==> config.mk <==
export PLATFORM = sky130hd
export DESIGN_NAME = fetch_unit_flat
export DESIGN_NICKNAME = d
export VERILOG_FILES = /design/src/rtl/fetch_unit_if.sv /design/src/rtl/fetch_unit.sv /design/src/flat_wrapper.sv
export SDC_FILE = /design/constraint.sdc
export NUM_CORES = 1
export LEC_CHECK = 0
export BUFFER_PORTS_ARGS = -buffer_cell sky130_fd_sc_hd__buf_4
export CAP_MARGIN = 15
export CORE_UTILIZATION = 50
export DETAILED_ROUTE_END_ITERATION = 10
export PLACE_DENSITY = 0.8
export SYNTH_ARGS = -nofsm -noshare
export SYNTH_HDL_FRONTEND = slang
export SYNTH_SLANG_ARGS = --single-unit
==> constraint.sdc <==
create_clock -name i_clk -period 2.83 [get_ports i_clk]
set_clock_uncertainty 0.15 [all_clocks]
set_input_delay 0.1415 -clock i_clk [delete_from_list [all_inputs] [get_ports i_clk]]
set_output_delay 0.1415 -clock i_clk [all_outputs]
set_load 0.01 [all_outputs]
==> src/rtl/fetch_unit_if.sv <==
// Fetch-stage bus bundle: instruction-memory req/gnt/rvalid channel, decode-side
// valid/ready channel, and the redirect/fault sideband to branch resolution.
interface fetch_unit_if;
  logic        imem_req;
  logic [31:0] imem_addr;
  logic        imem_gnt;
  logic        imem_rvalid;
  logic [31:0] imem_rdata;
  logic        inst_valid;
  logic        inst_ready;
  logic [31:0] inst;
  logic [31:0] inst_pc;
  logic [6:0]  opcode;
  logic        redirect;
  logic [31:0] redirect_pc;
  logic        fetch_fault;

  // Fetch unit side
  modport master (
    output imem_req, imem_addr, inst_valid, inst, inst_pc, opcode, fetch_fault,
    input  imem_gnt, imem_rvalid, imem_rdata, inst_ready, redirect, redirect_pc
  );

  // Memory / decode / branch-resolution side
  modport slave (
    input  imem_req, imem_addr, inst_valid, inst, inst_pc, opcode, fetch_fault,
    output imem_gnt, imem_rvalid, imem_rdata, inst_ready, redirect, redirect_pc
  );
endinterface

==> src/rtl/fetch_unit.sv <==
// RV32I instruction fetch stage: owns the PC, issues one imem request at a time,
// holds the returned word for decode, and squashes responses made stale by redirects.
module fetch_unit #(
  parameter logic [31:0] RESET_ADDR = 32'h0000_0000,
  parameter logic [31:0] NOP_INST   = 32'h0000_0013
) (
  input logic          i_clk,
  input logic          i_rst_n,
  fetch_unit_if.master bus
);

  typedef enum logic [2:0] {
    IDLE  = 3'd0,
    REQ   = 3'd1,
    WAIT  = 3'd2,
    HOLD  = 3'd3,
    FAULT = 3'd4
  } state_t;

  state_t      state_reg;
  logic [31:0] pc_reg;
  logic [31:0] inst_reg;
  logic [31:0] inst_pc_reg;
  logic        kill_reg;
  logic        fault_reg;
  logic        req_reg;
  logic        valid_reg;

  logic redirect_ok;
  logic redirect_bad;

  assign redirect_ok  = bus.redirect && (bus.redirect_pc[1:0] == 2'b00);
  assign redirect_bad = bus.redirect && (bus.redirect_pc[1:0] != 2'b00);

  assign bus.imem_req    = req_reg;
  assign bus.imem_addr   = pc_reg;
  assign bus.inst_valid  = valid_reg;
  assign bus.inst        = inst_reg;
  assign bus.inst_pc     = inst_pc_reg;
  assign bus.opcode      = inst_reg[6:0];
  assign bus.fetch_fault = fault_reg;

  always_ff @(posedge i_clk or negedge i_rst_n) begin
    if (!i_rst_n) begin
      state_reg   <= IDLE;
      pc_reg      <= RESET_ADDR;
      inst_reg    <= NOP_INST;
      inst_pc_reg <= RESET_ADDR;
      kill_reg    <= 1'b0;
      fault_reg   <= 1'b0;
      req_reg     <= 1'b0;
      valid_reg   <= 1'b0;
    end else if (state_reg == FAULT) begin
      // Terminal until reset; late responses and further redirects are ignored.
      req_reg   <= 1'b0;
      valid_reg <= 1'b0;
    end else if (redirect_bad) begin
      state_reg <= FAULT;
      fault_reg <= 1'b1;
      kill_reg  <= 1'b0;
      req_reg   <= 1'b0;
      valid_reg <= 1'b0;
      inst_reg  <= NOP_INST;
    end else begin
      case (state_reg)
        IDLE: begin
          if (redirect_ok) pc_reg <= bus.redirect_pc;
          state_reg <= REQ;
          req_reg   <= 1'b1;
        end

        REQ: begin
          if (redirect_ok) pc_reg <= bus.redirect_pc;
          if (bus.imem_gnt) begin
            // A redirect racing the grant turns the accepted request into a stale one.
            state_reg <= WAIT;
            req_reg   <= 1'b0;
            kill_reg  <= redirect_ok;
          end
        end

        WAIT: begin
          if (redirect_ok) pc_reg <= bus.redirect_pc;
          if (bus.imem_rvalid) begin
            if (redirect_ok || kill_reg) begin
              kill_reg  <= 1'b0;
              state_reg <= REQ;
              req_reg   <= 1'b1;
            end else begin
              inst_reg    <= bus.imem_rdata;
              inst_pc_reg <= pc_reg;
              state_reg   <= HOLD;
              valid_reg   <= 1'b1;
            end
          end else if (redirect_ok) begin
            kill_reg <= 1'b1;
          end
        end

        HOLD: begin
          // Redirect outranks consumption so the target is never skipped past.
          if (redirect_ok || bus.inst_ready) begin
            pc_reg    <= redirect_ok ? bus.redirect_pc : pc_reg + 32'd4;
            inst_reg  <= NOP_INST;
            valid_reg <= 1'b0;
            req_reg   <= 1'b1;
            state_reg <= REQ;
          end
        end

        default: begin
          state_reg <= IDLE;
          req_reg   <= 1'b0;
          valid_reg <= 1'b0;
        end
      endcase
    end
  end

endmodule

==> src/flat_wrapper.sv <==
// flat-port wrapper written by rule: the top's interface ports become plain ports
module fetch_unit_flat 
#(
  parameter logic [31:0] RESET_ADDR = 32'h0000_0000,
  parameter logic [31:0] NOP_INST   = 32'h0000_0013
)
  (i_clk, i_rst_n, bus_imem_req, bus_imem_addr, bus_inst_valid, bus_inst, bus_inst_pc, bus_opcode, bus_fetch_fault, bus_imem_gnt, bus_imem_rvalid, bus_imem_rdata, bus_inst_ready, bus_redirect, bus_redirect_pc);
  fetch_unit_if bus_i ();
  input logic i_clk;
  input logic i_rst_n;
  output wire logic [$bits(bus_i.imem_req)-1:0] bus_imem_req;
  output wire logic [$bits(bus_i.imem_addr)-1:0] bus_imem_addr;
  output wire logic [$bits(bus_i.inst_valid)-1:0] bus_inst_valid;
  output wire logic [$bits(bus_i.inst)-1:0] bus_inst;
  output wire logic [$bits(bus_i.inst_pc)-1:0] bus_inst_pc;
  output wire logic [$bits(bus_i.opcode)-1:0] bus_opcode;
  output wire logic [$bits(bus_i.fetch_fault)-1:0] bus_fetch_fault;
  input wire logic [$bits(bus_i.imem_gnt)-1:0] bus_imem_gnt;
  input wire logic [$bits(bus_i.imem_rvalid)-1:0] bus_imem_rvalid;
  input wire logic [$bits(bus_i.imem_rdata)-1:0] bus_imem_rdata;
  input wire logic [$bits(bus_i.inst_ready)-1:0] bus_inst_ready;
  input wire logic [$bits(bus_i.redirect)-1:0] bus_redirect;
  input wire logic [$bits(bus_i.redirect_pc)-1:0] bus_redirect_pc;
  assign bus_imem_req = bus_i.imem_req;
  assign bus_imem_addr = bus_i.imem_addr;
  assign bus_inst_valid = bus_i.inst_valid;
  assign bus_inst = bus_i.inst;
  assign bus_inst_pc = bus_i.inst_pc;
  assign bus_opcode = bus_i.opcode;
  assign bus_fetch_fault = bus_i.fetch_fault;
  assign bus_i.imem_gnt = bus_imem_gnt;
  assign bus_i.imem_rvalid = bus_imem_rvalid;
  assign bus_i.imem_rdata = bus_imem_rdata;
  assign bus_i.inst_ready = bus_inst_ready;
  assign bus_i.redirect = bus_redirect;
  assign bus_i.redirect_pc = bus_redirect_pc;
  fetch_unit #(.RESET_ADDR(RESET_ADDR), .NOP_INST(NOP_INST)) u_core (.i_clk(i_clk), .i_rst_n(i_rst_n), .bus(bus_i));
endmodule
After elaboration in Yosys (flattened, before gate mapping)
Cells that the tools add are included.
{ "totals": {"n_memories": 0, "ff_bits": 103, "word_cells": 84, "ram_bits": 0, "latch_bits": 0, "mem_bits_ro": 0, "output_inout_bits": 106} }
{ "op_classes": {"n_reduce_logical": 20, "div_mod_pow": 0, "n_eq_ne": 18, "shifts": 0, "multipliers": 0, "n_mux": 34, "magnitude_cmp": 0, "bitwise": 3, "add_sub_neg": 1} }
{ "op_table": {"columns": ["cell", "n"], "rows": [
  ["$mux W32", 7],
  ["$pmux W32 S2", 2],
  ["$add A32 B3 Y32 const B", 1],
  ["$ne A4 B2 Y1 const B", 5],
  ["$reduce_and A5 Y1", 4],
  ["$mux W1", 16],
  ["$mux W3", 4],
  ["$pmux W3 S4", 1],
  ["$reduce_and A4 Y1", 3],
  ["$ne A3 B2 Y1 const B", 3],
  ["$ne A4 B1 Y1 const B", 2],
  ["$eq A3 B2 Y1 const B", 2],
  ["$ne A3 B1 Y1 const B", 2],
  ["$reduce_bool A3 Y1", 2],
  ["$ne A2 B1 Y1 const B", 2],
  ["$pmux W1 S4", 1],
  ["$reduce_bool A2 Y1", 2],
  ["$eq A3 B1 Y1 const B", 1],
  ["$eq A3 B3 Y1 const B", 1],
  ["$logic_not A3 Y1", 1],
  ["$not A1 Y1", 3],
  ["$pmux W1 S3", 1],
  ["$reduce_or A3 Y1", 1],
  ["$logic_and A1 B1 Y1", 2],
  ["6 further kinds", 7]
]} }

Longest topological paths before layout
Gate-level depths: netlist of run 1.
{ "depth": {"depth_word": 8, "ltp_mapped": 7, "mapped_depth_nobuf": 5} }

Worst setup path before layout of run 1
OpenSTA, ideal clock, no wires.
{ "synth_path": {"path_kind": "register -> register", "startpoint": "register u_core.pc_reg[2], in the netlist u_core.bus.imem_addr[2]", "endpoint": "register u_core.pc_reg[30], in the netlist u_core.bus.imem_addr[30]", "path_slack_ns": 0.737, "path_buffers": 0, "t_arrival_ns": 1.796, "path_stages_with_launch": 6, "t_required_ns": 2.534, "path_cell_list": "dfrtp_1 ha_1 nand3_1 or4_1 o311ai_0 o311ai_1"} }
{ "synth_between": {"elab_chain_len": 4} }
{ "synth_rtl": {"columns": ["item", "line_no", "text"], "rows": [
  ["from (decl)", "fetch_unit.sv:21", "logic [31:0] pc_reg;"],
  ["from (signal assigned)", "fetch_unit.sv:67", "if (redirect_ok) pc_reg <= bus.redirect_pc;"],
  ["from (signal assigned)", "fetch_unit.sv:73", "if (redirect_ok) pc_reg <= bus.redirect_pc;"],
  ["from (signal assigned)", "fetch_unit.sv:83", "if (redirect_ok) pc_reg <= bus.redirect_pc;"],
  ["$add A32 B3 Y32", "fetch_unit.sv:103", "pc_reg <= redirect_ok ? bus.redirect_pc : pc_reg + 32'd4;"],
  ["$mux W32", "fetch_unit.sv:103", null],
  ["$mux W32", "fetch_unit.sv:102", "if (redirect_ok || bus.inst_ready) begin"],
  ["$pmux W32 S2", "fetch_unit.sv:65", "case (state_reg)"]
]} }
No other way between the ends. The select of a mux whose other input is x is not followed.
A chain may end at the register's enable or synchronous reset.

Worst setup path in the final report of run 1
{ "layout_path": {"startpoint": "input port bus_redirect_pc[0]", "endpoint": "register u_core.pc_reg[29], in the netlist u_core.bus.imem_addr[29]"} }
{ "layout_between": {"elab_chain_len": 5, "word_cells_on_any_way": 12} }
{ "layout_rtl": {"columns": ["item", "line_no", "text"], "rows": [
  ["from (decl)", "flat_wrapper.sv:23", "input wire logic [$bits(bus_i.redirect_pc)-1:0] bus_redirect_pc;"],
  ["$logic_not A2 Y1", "fetch_unit.sv:32", "assign redirect_ok = bus.redirect && (bus.redirect_pc[1:0] == 2'b00);"],
  ["$logic_and A1 B1 Y1", "fetch_unit.sv:32", null],
  ["$mux W32 or $logic_or A1 B1 Y1 (tied branches)", "fetch_unit.sv:103, fetch_unit.sv:102", null],
  ["$mux W32 or $ne A2 B1 Y1 (tied branches)", null, null],
  ["$pmux W32 S2 or $reduce_and A5 Y1 (tied branches)", null, null],
  ["to (signal assigned)", "fetch_unit.sv:67", null],
  ["to (signal assigned)", "fetch_unit.sv:73", null],
  ["to (signal assigned)", "fetch_unit.sv:103", null]
]} }
Several ways; a longest one is shown, not always the timed one. The select of a mux whose other input is x is not followed.

==> results of run 1 <==
==> worst paths after layout <==
| path | startpoint | to | slack (ns) | cells past startpoint |
|---|---|---|---|---|
| max | bus_redirect_pc[0] | u_core.bus.imem_addr[29] | 0.45 | 6 |
| min | bus_redirect_pc[8] | u_core.bus.imem_addr[8] | 0.04 | 3 |
| max reg2reg | u_core.bus.imem_addr[2] | u_core.bus.imem_addr[30] | 0.49 | 5 |
| min reg2reg | u_core.bus.inst_pc[9] | u_core.bus.inst_pc[9] | 0.34 | 2 |
| max in group asynchronous | i_rst_n | u_core.bus.inst_pc[25] | 1.65 | 3 |
| min in group asynchronous | i_rst_n | u_core.bus.imem_addr[1] | 0.16 | 2 |
==> final cells by class <==
cell class                 instances  area (um2)  area share, %
clock buffer                      11         151           2.10
clock inverter                     4        55.1          0.764
inverter                           9        33.8          0.469
multi-input combinational        298        2180           30.3
sequential                       103        2580           35.8
tap                              133         166           2.31
timing repair buffer             248        2030           28.2
==> cells in the mapped netlist, drive strengths merged (4+ instances only) <==
master  number  area share, %
o21a         5           0.75
a311oi      10            1.7
inv          9           0.67
clkbuf      20            1.5
nand2       19            1.4
and4         4           0.75
mux2        28            6.3
a32o        30            6.0
nor4         8            1.2
nand4       12            1.9
o32ai        4           0.70
buf         23            3.1
a211oi      13            1.9
or3          4           0.50
or4          4           0.60
and3         8            1.0
and2         6           0.75
dfrtp      100             50
nor3        14            1.4
a21oi       17            1.9
nand3       17            1.7
nor2        30            2.3
o211ai       4           0.60
o21ai       12            1.2
==> stage by stage <==
step / utilization [%] / power (W)
2_1_floorplan: - / 0.00272
3_3_place_gp: 65.0 / 0.00337
3_5_place_dp: 65.0 / 0.00341
4_1_cts: 73.7 / 0.00444
5_1_grt: 73.7 / 0.00470
6_report: 73.7 / 0.00447
==> where the power goes <==
group	leakage [nW]	internal, W	switching (W)
Sequential	1.35	0.00171	0.000507
Clock	0.102	0.000456	0.000514
Combinational	1.89	0.000672	0.000619
==> worst max-delay path: stages <==
cell and delay, ns:
dlygate4sd3_1 0.54, buf_4 0.15, or3b_1 0.55, a21oi_4 0.64, o32ai_1 0.19, a211oi_1 0.27
==> metal layers <==
layer / vias up / global-route usage (%)
met3: 48 / 7.11
met2: 275 / 50.6
met4: 0 / 14.7
met5: - / 0
li1: 2188 / -
met1: 2394 / 38.2
==> cells by family after synthesis <==
family	after synthesis	share of synthesized area, %
and+or+nand+nor	141	16.3
muxes	31	6.88
buffers and inverters	52	5.28
adders and majority gates	1	0.249
AOI/OAI and AO/OA	125	19.9
DFF	103	51.4
==> impl_metrics.py, run 1 <==
metrics = {
    "outcome": {
        "outcome": "finished, final reports clean",
    },
    "routing": {
        "met3_length_um": 1290,
        "antenna_left": 0,
        "vias_per_cell": 6.09,
        "met2WireLength_um": 7680,
        "wl_met1_um": 6120,
        "dr.pass1.iters": 6,
        "highest_layer": "met4",
        "postRouteWirelength_um": 15600,
        "route.vias.total": 4905,
        "wire_per_inst_um": 19.3,
        "drc": 0,
        "drt_iter0_markers": 231,
    },
    "clock_tree": {
        "root_buffer": "clkbuf_8",
        "numCtsBuffers": 9,
        "post_cts_buffers": 0,
        "clk_latency_ns": 0.38,
        "h-tree-depth": 3,
        "clock-sinks": 103,
        "holdBufCountCts": 64,
        "clockBufferDepth": 2,
        "post_cts_resized": 0,
        "cts_tree": "built",
        "clkTransAtPathRegs_ns": 0.09,
    },
    "floorplan": {
        "die_h_um": 102,
        "num_rows": 36,
        "ios": 176,
        "core_mm2": 0.00977,
        "die-area_mm2": 0.0104,
        "initial_utilization_pct": 51.4,
        "fp.dieW_um": 102,
    },
    "layout": {
        "layout-drive-gt1-share_pct": 36.6,
        "final_common_cell": "buf_4",
        "final_nets": 740,
        "layout_common_cells": "183 x buf_4, 100 x dfrtp_1, 64 x dlygate4sd3_1",
        "synthToLayoutAreaGrowth_pct": 43.4,
        "final_cells": 806,
        "n_antenna_cell": 0,
        "fin_area_mm2": 0.00720,
        "fillCellCount": 675,
    },
    "worst_hold_path": {
        "min_path_type": "input port to flop",
    },
    "job": {
        "maxCapViolCount": 0,
    },
    "timing": {
        "fin_crit_sh_pct": 84.0,
        "finalMaxSlewViolations": 0,
        "setup_viol": 0,
        "hold-worst-slack_ns": 0.0432,
        "fin_crit_ns": 2.38,
        "fmax_mhz": 421,
        "hold_viol_final": 0,
        "setup_ws_ns": 0.454,
        "tightest_slew_ns": 0.696,
        "setup-tns-final_ns": 0,
        "relSlewSlack_pct": 53.5,
        "rsz0062_at_grt": "false",
    },
    "synth": {
        "syn_avg_cell_area_um2": 11.1,
        "syn_area_mm2": 0.00502,
        "dominantRegCellSynth": "dfrtp_1",
        "async_flop_share_pct": 100,
        "seq_area_frac_synth_pct": 51.4,
        "synthCells": 453,
        "ys_seq_elements": 103,
        "ys_warn_count": 0,
        "synth_edf_count": 0,
        "yosysUniqueCellTypes": 65,
        "syn_nets": 524,
    },
    "critical_path": {
        "worstPathArrival_ns": 2.50,
        "critPathMaxFanout": 25,
        "cp_data_required_time_ns": 2.95,
        "endpoint_kind": "flop",
        "path_class": "input port to flop",
        "crit_path_start_kind": "input port",
    },
    "power": {
        "p_leak_nw": 3.35,
        "powerDensity_mw_per_mm2": 621,
        "ir_worst_vdd_mv": 0.286,
    },
    "placement": {
        "place_congestion": 0.892,
        "dp_hpwl_um": 10100,
        "placed_cell_area_mm2": 0.00635,
        "dp_cells": 727,
        "port_buffers": 175,
        "dp_slack_ns": 0.522,
    },
    "global_route": {
        "grt_use_total_pct": 30.7,
        "overflow": 0,
        "antenna_found_initial": 0,
        "grt_max_degree": 56,
        "grt_pass1_vias": 4885,
        "grt_pass1_wl_um": 24400,
    },
}
Note: power is estimated with default switching activity, not from simulation.
==> run 2: changes to the inputs <==
- ABC_AREA: unset -> 1
- CORE_UTILIZATION: 50 -> 47
- PLACE_DENSITY: 0.8 -> 0.78
- clock period: 2.83 -> 1.9 ns (I/O delays scaled with it)
==> run 2 against run 1 <==
Net effect:
- power increased by 120%
- worst hold slack worse by 0.016 ns
- final cell count up 44%
- register-to-register slack got worse by 0.39 ns
- combinational power rose to 3.2 times the previous value
- critical path depth is 2 higher
- first-iteration DRC count is 100% higher
- synthesized cell count is 69% higher
- clock power rose by 100%
- critical endpoint is now u_core.bus.inst[11]
- largest power group is now combinational logic
==> impl_metrics.py, run 2 <==
metrics = {
    "layout": {
        "fin_area_mm2": 0.00815,
        "n_antenna_cell": 0,
        "final_common_cell": "nand2_1",
        "final_nets": 1083,
        "synthToLayoutAreaGrowth_pct": 47.4,
        "layout-drive-gt1-share_pct": 26.1,
        "layout_common_cells": "285 x nand2_1, 203 x buf_4, 111 x nor2_1",
    },
    "critical_path": {
        "critPathMaxFanout": 32,
        "path_class": "flop to flop",
        "crit_path_start_kind": "flop",
        "cp_data_required_time_ns": 2.04,
        "endpoint_kind": "flop",
        "worstPathArrival_ns": 1.94,
        "rr_worst_depth": 8,
        "cp-startpoint": "u_core.state_reg[1]",
        "r2r_end": "u_core.bus.inst[11]",
        "worstReg2RegStart": "u_core.state_reg[1]",
        "reg2reg_slack_ns": 0.1,
    },
    "floorplan": {
        "die_h_um": 110,
        "core_mm2": 0.0114,
        "num_rows": 39,
        "die-area_mm2": 0.0122,
        "ios": 176,
        "initial_utilization_pct": 48.4,
        "fp.dieW_um": 110,
    },
    "timing": {
        "fmax_mhz": 554,
        "hold_viol_final": 0,
        "setup_ws_ns": 0.0961,
        "fin_crit_sh_pct": 94.9,
        "finalMaxSlewViolations": 0,
        "tightest_slew_ns": 0.488,
        "fin_crit_ns": 1.80,
        "setup-tns-final_ns": 0,
        "relSlewSlack_pct": 67.1,
        "setup_viol": 0,
    },
    "global_route": {
        "grt_pass1_wl_um": 28900,
        "antenna_found_initial": 0,
        "overflow": 0,
        "grt_max_degree": 40,
        "grt_pass1_vias": 5891,
        "grt_use_total_pct": 29.3,
    },
    "routing": {
        "postRouteWirelength_um": 17400,
        "vias_per_cell": 5.18,
        "drt_iter0_markers": 468,
        "antenna_left": 0,
        "dr.pass1.iters": 5,
        "route.vias.total": 6013,
        "wire_per_inst_um": 15.0,
        "drc": 0,
    },
    "placement": {
        "placed_cell_area_mm2": 0.00716,
        "port_buffers": 175,
        "dp_hpwl_um": 11800,
        "place_congestion": 0.950,
        "dp_slack_ns": 0.0959,
    },
    "synth": {
        "seq_area_frac_synth_pct": 46.7,
        "ys_seq_elements": 103,
        "synthCells": 764,
        "async_flop_share_pct": 100,
        "dominantRegCellSynth": "dfrtp_1",
        "netlist_top_cells_area": "dfrtp_1 45%, nand2_1 19%, nor2_1 7.7%",
        "yosysUniqueCellTypes": 29,
        "yosysMostFrequentCell": "nand2_1",
        "syn_area_mm2": 0.00553,
        "ys_warn_count": 0,
        "yosysTopAreaCellShare_pct": 45.2,
        "synth_common_cells": "286 x nand2_1, 114 x nor2_1, 100 x dfrtp_1",
        "syn_nets": 835,
        "syn_avg_cell_area_um2": 7.24,
        "yosysTopAreaCell": "dfrtp_1",
        "synth_edf_count": 0,
    },
    "power": {
        "p_leak_nw": 4.13,
        "switching_power_w": 0.00386,
        "netSwitchingFraction_pct": 39.6,
        "seq_power_share_pct": 37.3,
        "internal_power_w": 0.00589,
        "ir_worst_vdd_mv": 0.828,
        "p_clk_share_pct": 20.1,
        "powerDensity_mw_per_mm2": 1200,
        "power_frac_comb_pct": 42.6,
    },
    "worst_hold_path": {
        "hold_depth": 6,
        "min_path_type": "input port to flop",
        "min_from": "bus_imem_rvalid",
        "holdPathEnd": "u_core.kill_reg",
    },
    "clock_tree": {
        "numCtsBuffers": 9,
        "root_buffer": "clkbuf_16",
        "h-tree-depth": 3,
        "clock-sinks": 103,
        "clockBufferDepth": 2,
        "clk_latency_ns": 0.35,
        "clkTransAtPathRegs_ns": 0.07,
        "cts_tree": "built",
    },
    "outcome": {
        "outcome": "finished, final reports clean",
    },
    "job": {
        "maxCapViolCount": 0,
    },
}
-- run 2: layout make-up --
type / instances / area (um2)
clock buffer: 11 / 253
clock inverter: 5 / 63.8
fill: 901 / 3270
inverter: 51 / 196
multi-input combinational: 574 / 2590
sequential: 103 / 2590
tap: 143 / 179
timing repair buffer: 273 / 2290
-- run 2: critical path, stage by stage (launching register included) --
cell     delay, ns
dfrtp_2       0.45
nor3_2        0.36
inv_1         0.10
nand2_1       0.15
o21ai_4       0.10
nand2_2       0.09
buf_12        0.18
nand2_1       0.08
nand2_1       0.08
-- run 2: metrics by stage --
stage | utilization, % | total power (W) | hold slack [ns] | std cells
after floorplan | - | 0.00560 | -0.351 | 764
after global placement | 62.7 | 0.00749 | -0.0976 | 1080
after detailed placement | 62.7 | 0.00755 | -0.0911 | 1080
after CTS | 71.0 | 0.00962 | 0.0204 | 1159
after global routing | 71.4 | 0.0104 | 0.0956 | 1160
final | 71.4 | 0.00976 | 0.0273 | 1160
-- run 2: what timing repair did --
item,CTS,global route
hold buffers,63,0
setup endpoints to repair,0,57
resized for setup,0,13
hold endpoints to repair,162,0
buffers inserted,0,1
-- run 2: layer usage --
metal | global-route usage, % | vias to the layer above | routed length [um]
met4 | 11.8 | 0 | 464
met1 | 39.1 | 2790 | 7510
met2 | 47.6 | 278 | 8250
met5 | 0 | - | 0
met3 | 4.77 | 35 | 1150
li1 | - | 2910 | -
-- run 2: how the worst max path moves through the flow --
| stage | endpoint | depth (start not counted) |
|---|---|---|
| floorplan | u_core.bus.inst[24] | 9 |
| global placement | u_core.bus.imem_addr[6] | 8 |
| detailed placement | u_core.bus.imem_addr[22] | 7 |
| CTS | u_core.bus.inst[11] | 9 |
| global route | u_core.bus.imem_addr[25] | 9 |
| finish | u_core.bus.inst[11] | 8 |
-- run 2: kinds of logic after synthesis --
| group | after synthesis | synth area share (%) |
|---|---|---|
| XOR/XNOR | 2 | 0.317 |
| multiplexers | 6 | 1.22 |
| AND/OR/NAND/NOR | 497 | 38.0 |
| flip-flops | 103 | 46.7 |
| adder cells (fa/ha/maj) | 1 | 0.226 |
| buffers and inverters | 87 | 7.01 |
| AO/OA/AOI/OAI | 68 | 6.56 |
-- run 2: power groups by stage --
stage                     Sequential (W)  Clock, W  Combinational [W]
after floorplan                  0.00380         0            0.00180
after global placement           0.00363         0            0.00386
after detailed placement         0.00363         0            0.00392
after CTS                        0.00361   0.00197            0.00405
after global routing             0.00372   0.00207            0.00457
final                            0.00364   0.00196            0.00416
==> run 3: changes to the inputs <==
- CORE_UTILIZATION: 47 -> 56
- PLACE_DENSITY: 0.78 -> 0.87
- SKIP_LAST_GASP: unset -> 1
- SLEW_MARGIN: unset -> 20
- clock period: 1.9 -> 2.15 ns (I/O delays scaled with it)
==> run 3 against run 2 <==
Net effect:
- sequential cell count is the same
- count of clock-buffer cells in the layout shrank 2
- maximum frequency fell by 11%
- setup slack gained 0.025 ns
- combinational power shrank 15%
- global-route usage up 7.4 points
- die area shrank 16%
- sequential power is 9.6% lower
- worst hold slack lost 0.016 ns
- critical path type unchanged
==> impl_metrics.py, run 3 (synthesis results as in run 2) <==
metrics = {
    "routing": {
        "drc": 0,
        "wire_per_inst_um": 16.5,
        "antenna_left": 0,
        "route.vias.total": 6229,
        "vias_per_cell": 5.54,
        "postRouteWirelength_um": 18600,
        "drt_iter0_markers": 517,
        "dr.pass1.iters": 5,
    },
    "timing": {
        "setup_viol": 0,
        "setup_ws_ns": 0.121,
        "relSlewSlack_pct": 57.8,
        "rsz0062_at_grt": "false",
        "setup-tns-final_ns": 0,
        "tightest_slew_ns": 0.633,
        "finalMaxSlewViolations": 0,
        "fmax_mhz": 493,
        "hold_viol_final": 0,
        "fin_crit_sh_pct": 94.4,
        "fin_crit_ns": 2.03,
    },
    "critical_path": {
        "cp_slowest_cell": "dfrtp_1",
        "slowest_delay_ns": 0.47,
        "rr_worst_depth": 8,
        "worstReg2RegStart": "u_core.state_reg[0]",
        "cp-startpoint": "u_core.state_reg[0]",
        "crit_chain": "nand2_1, nor2_2, nand3_1, nand3_2, buf_4, nor2_1, nand2_1, o21ai_0",
        "reg2reg_slack_ns": 0.12,
        "cp_top_family": "simple AND/OR/NAND/NOR gates",
        "crit_path_start_kind": "flop",
        "path_class": "flop to flop",
        "r2r_end": "u_core.bus.imem_addr[12]",
        "endpoint_kind": "flop",
        "critPathBufInv": 1,
        "crit_end": "u_core.bus.imem_addr[12]",
        "critPathMaxFanout": 37,
        "path_common_cell": "nand2_1",
        "path_depth": 8,
        "cp_data_required_time_ns": 2.24,
        "worstPathArrival_ns": 2.12,
    },
    "worst_hold_path": {
        "min_path_type": "input port to flop",
    },
    "clock_tree": {
        "clock-sinks": 103,
        "post_cts_buffers": 0,
        "root_buffer": "clkbuf_8",
        "h-tree-depth": 3,
        "clk_latency_ns": 0.37,
        "numCtsBuffers": 9,
        "clkTransAtPathRegs_ns": 0.11,
        "cts_tree": "built",
        "clockBufferDepth": 2,
    },
    "layout": {
        "n_antenna_cell": 0,
        "synthToLayoutAreaGrowth_pct": 41.0,
        "final_common_cell": "nand2_1",
        "layout-drive-gt1-share_pct": 23.8,
        "layout_common_cells": "285 x nand2_1, 186 x buf_4, 113 x nor2_1",
        "final_core_util_pct": 82.8,
        "fillCellCount": 541,
        "final_nets": 1062,
    },
    "floorplan": {
        "fp.dieW_um": 101,
        "initial_utilization_pct": 58.7,
        "core_mm2": 0.00942,
        "die_h_um": 101,
        "ios": 176,
        "die-area_mm2": 0.0103,
        "num_rows": 35,
    },
    "global_route": {
        "grt_pass1_vias": 6063,
        "overflow": 0,
        "grt_use_total_pct": 36.6,
        "grt_max_degree": 48,
        "grt_pass1_wl_um": 29000,
        "antenna_found_initial": 0,
    },
    "power": {
        "powerDensity_mw_per_mm2": 1040,
        "p_leak_nw": 3.96,
        "ir_worst_vdd_mv": 0.629,
    },
    "job": {
        "maxCapViolCount": 0,
    },
    "placement": {
        "dp_slack_ns": 0.180,
        "port_buffers": 175,
        "place_congestion": 0.964,
        "dp_hpwl_um": 11700,
    },
    "outcome": {
        "outcome": "finished, final reports clean",
    },
}
-- run 3: layer usage --
metal  global-route usage [%]  vias to the layer above  wire length [um]
li1                         -                     2864                 -
met1                     46.5                     2894              7250
met4                     19.4                        0               822
met3                     5.66                       71              1600
met2                     60.9                      400              8920
met5                        0                        -                 0
-- run 3: worst min path at each step --
stage,cells after the start,slack [ns],startpoint,endpoint
2_1_floorplan,0,-0.34,i_rst_n,u_core.bus.fetch_fault
3_5_place_dp,1,0.02,i_rst_n,u_core.bus.inst[26]
6_report,6,0.01,bus_imem_rvalid,u_core.kill_reg
5_1_grt,5,0.04,bus_redirect_pc[18],u_core.bus.imem_addr[18]
4_1_cts,5,0.0008,bus_redirect_pc[18],u_core.bus.imem_addr[18]
3_3_place_gp,1,0.008,i_rst_n,u_core.bus.inst_pc[27]
-- run 3: cell type report --
class / instances / area, um2 / share of cell area [%]
Timing Repair Buffer: 252 / 2100 / 26.9
Inverter: 51 / 196 / 2.52
Tap cell: 129 / 161 / 2.07
Multi-Input combinational cell: 574 / 2570 / 32.9
Clock buffer: 9 / 124 / 1.59
Sequential cell: 103 / 2580 / 33.1
Clock inverter: 7 / 68.8 / 0.883
-- run 3: what timing repair did --
item	in CTS	in global routing
endpoints found under the hold margin	106	0
hold buffers	62	0
endpoints found under the setup margin	0	10
gates resized for setup	0	3
-- run 3: metrics by stage --
step / cells / area [um2] / power (W) / hold slack, ns
3_5_place_dp: 1047 / 6980 / 0.00655 / 0.0191
5_1_grt: 1125 / 7790 / 0.00854 / 0.0448
3_3_place_gp: 1047 / 6980 / 0.00645 / 0.00782
6_report: 1125 / 7790 / 0.00809 / 0.0113
4_1_cts: 1125 / 7790 / 0.00785 / 0.000795
2_1_floorplan: 764 / 5530 / 0.00495 / -0.338
-- run 3: worst min-delay path: stages --
cell	delay, ns
buf_4	0.08
inv_1	0.05
nand3_1	0.08
nand2_1	0.06
nand2_1	0.05
o21ai_0	0.07
-- run 3: where the power goes --
part / leakage [nW] / total, W / switching, W / internal, W
Combinational: 2.54 / 0.00355 / 0.00204 / 0.00152
Sequential: 1.33 / 0.00329 / 0.000733 / 0.00256
Clock: 0.101 / 0.00125 / 0.000788 / 0.000462
Total: 3.96 / 0.00809 / 0.00356 / 0.00454
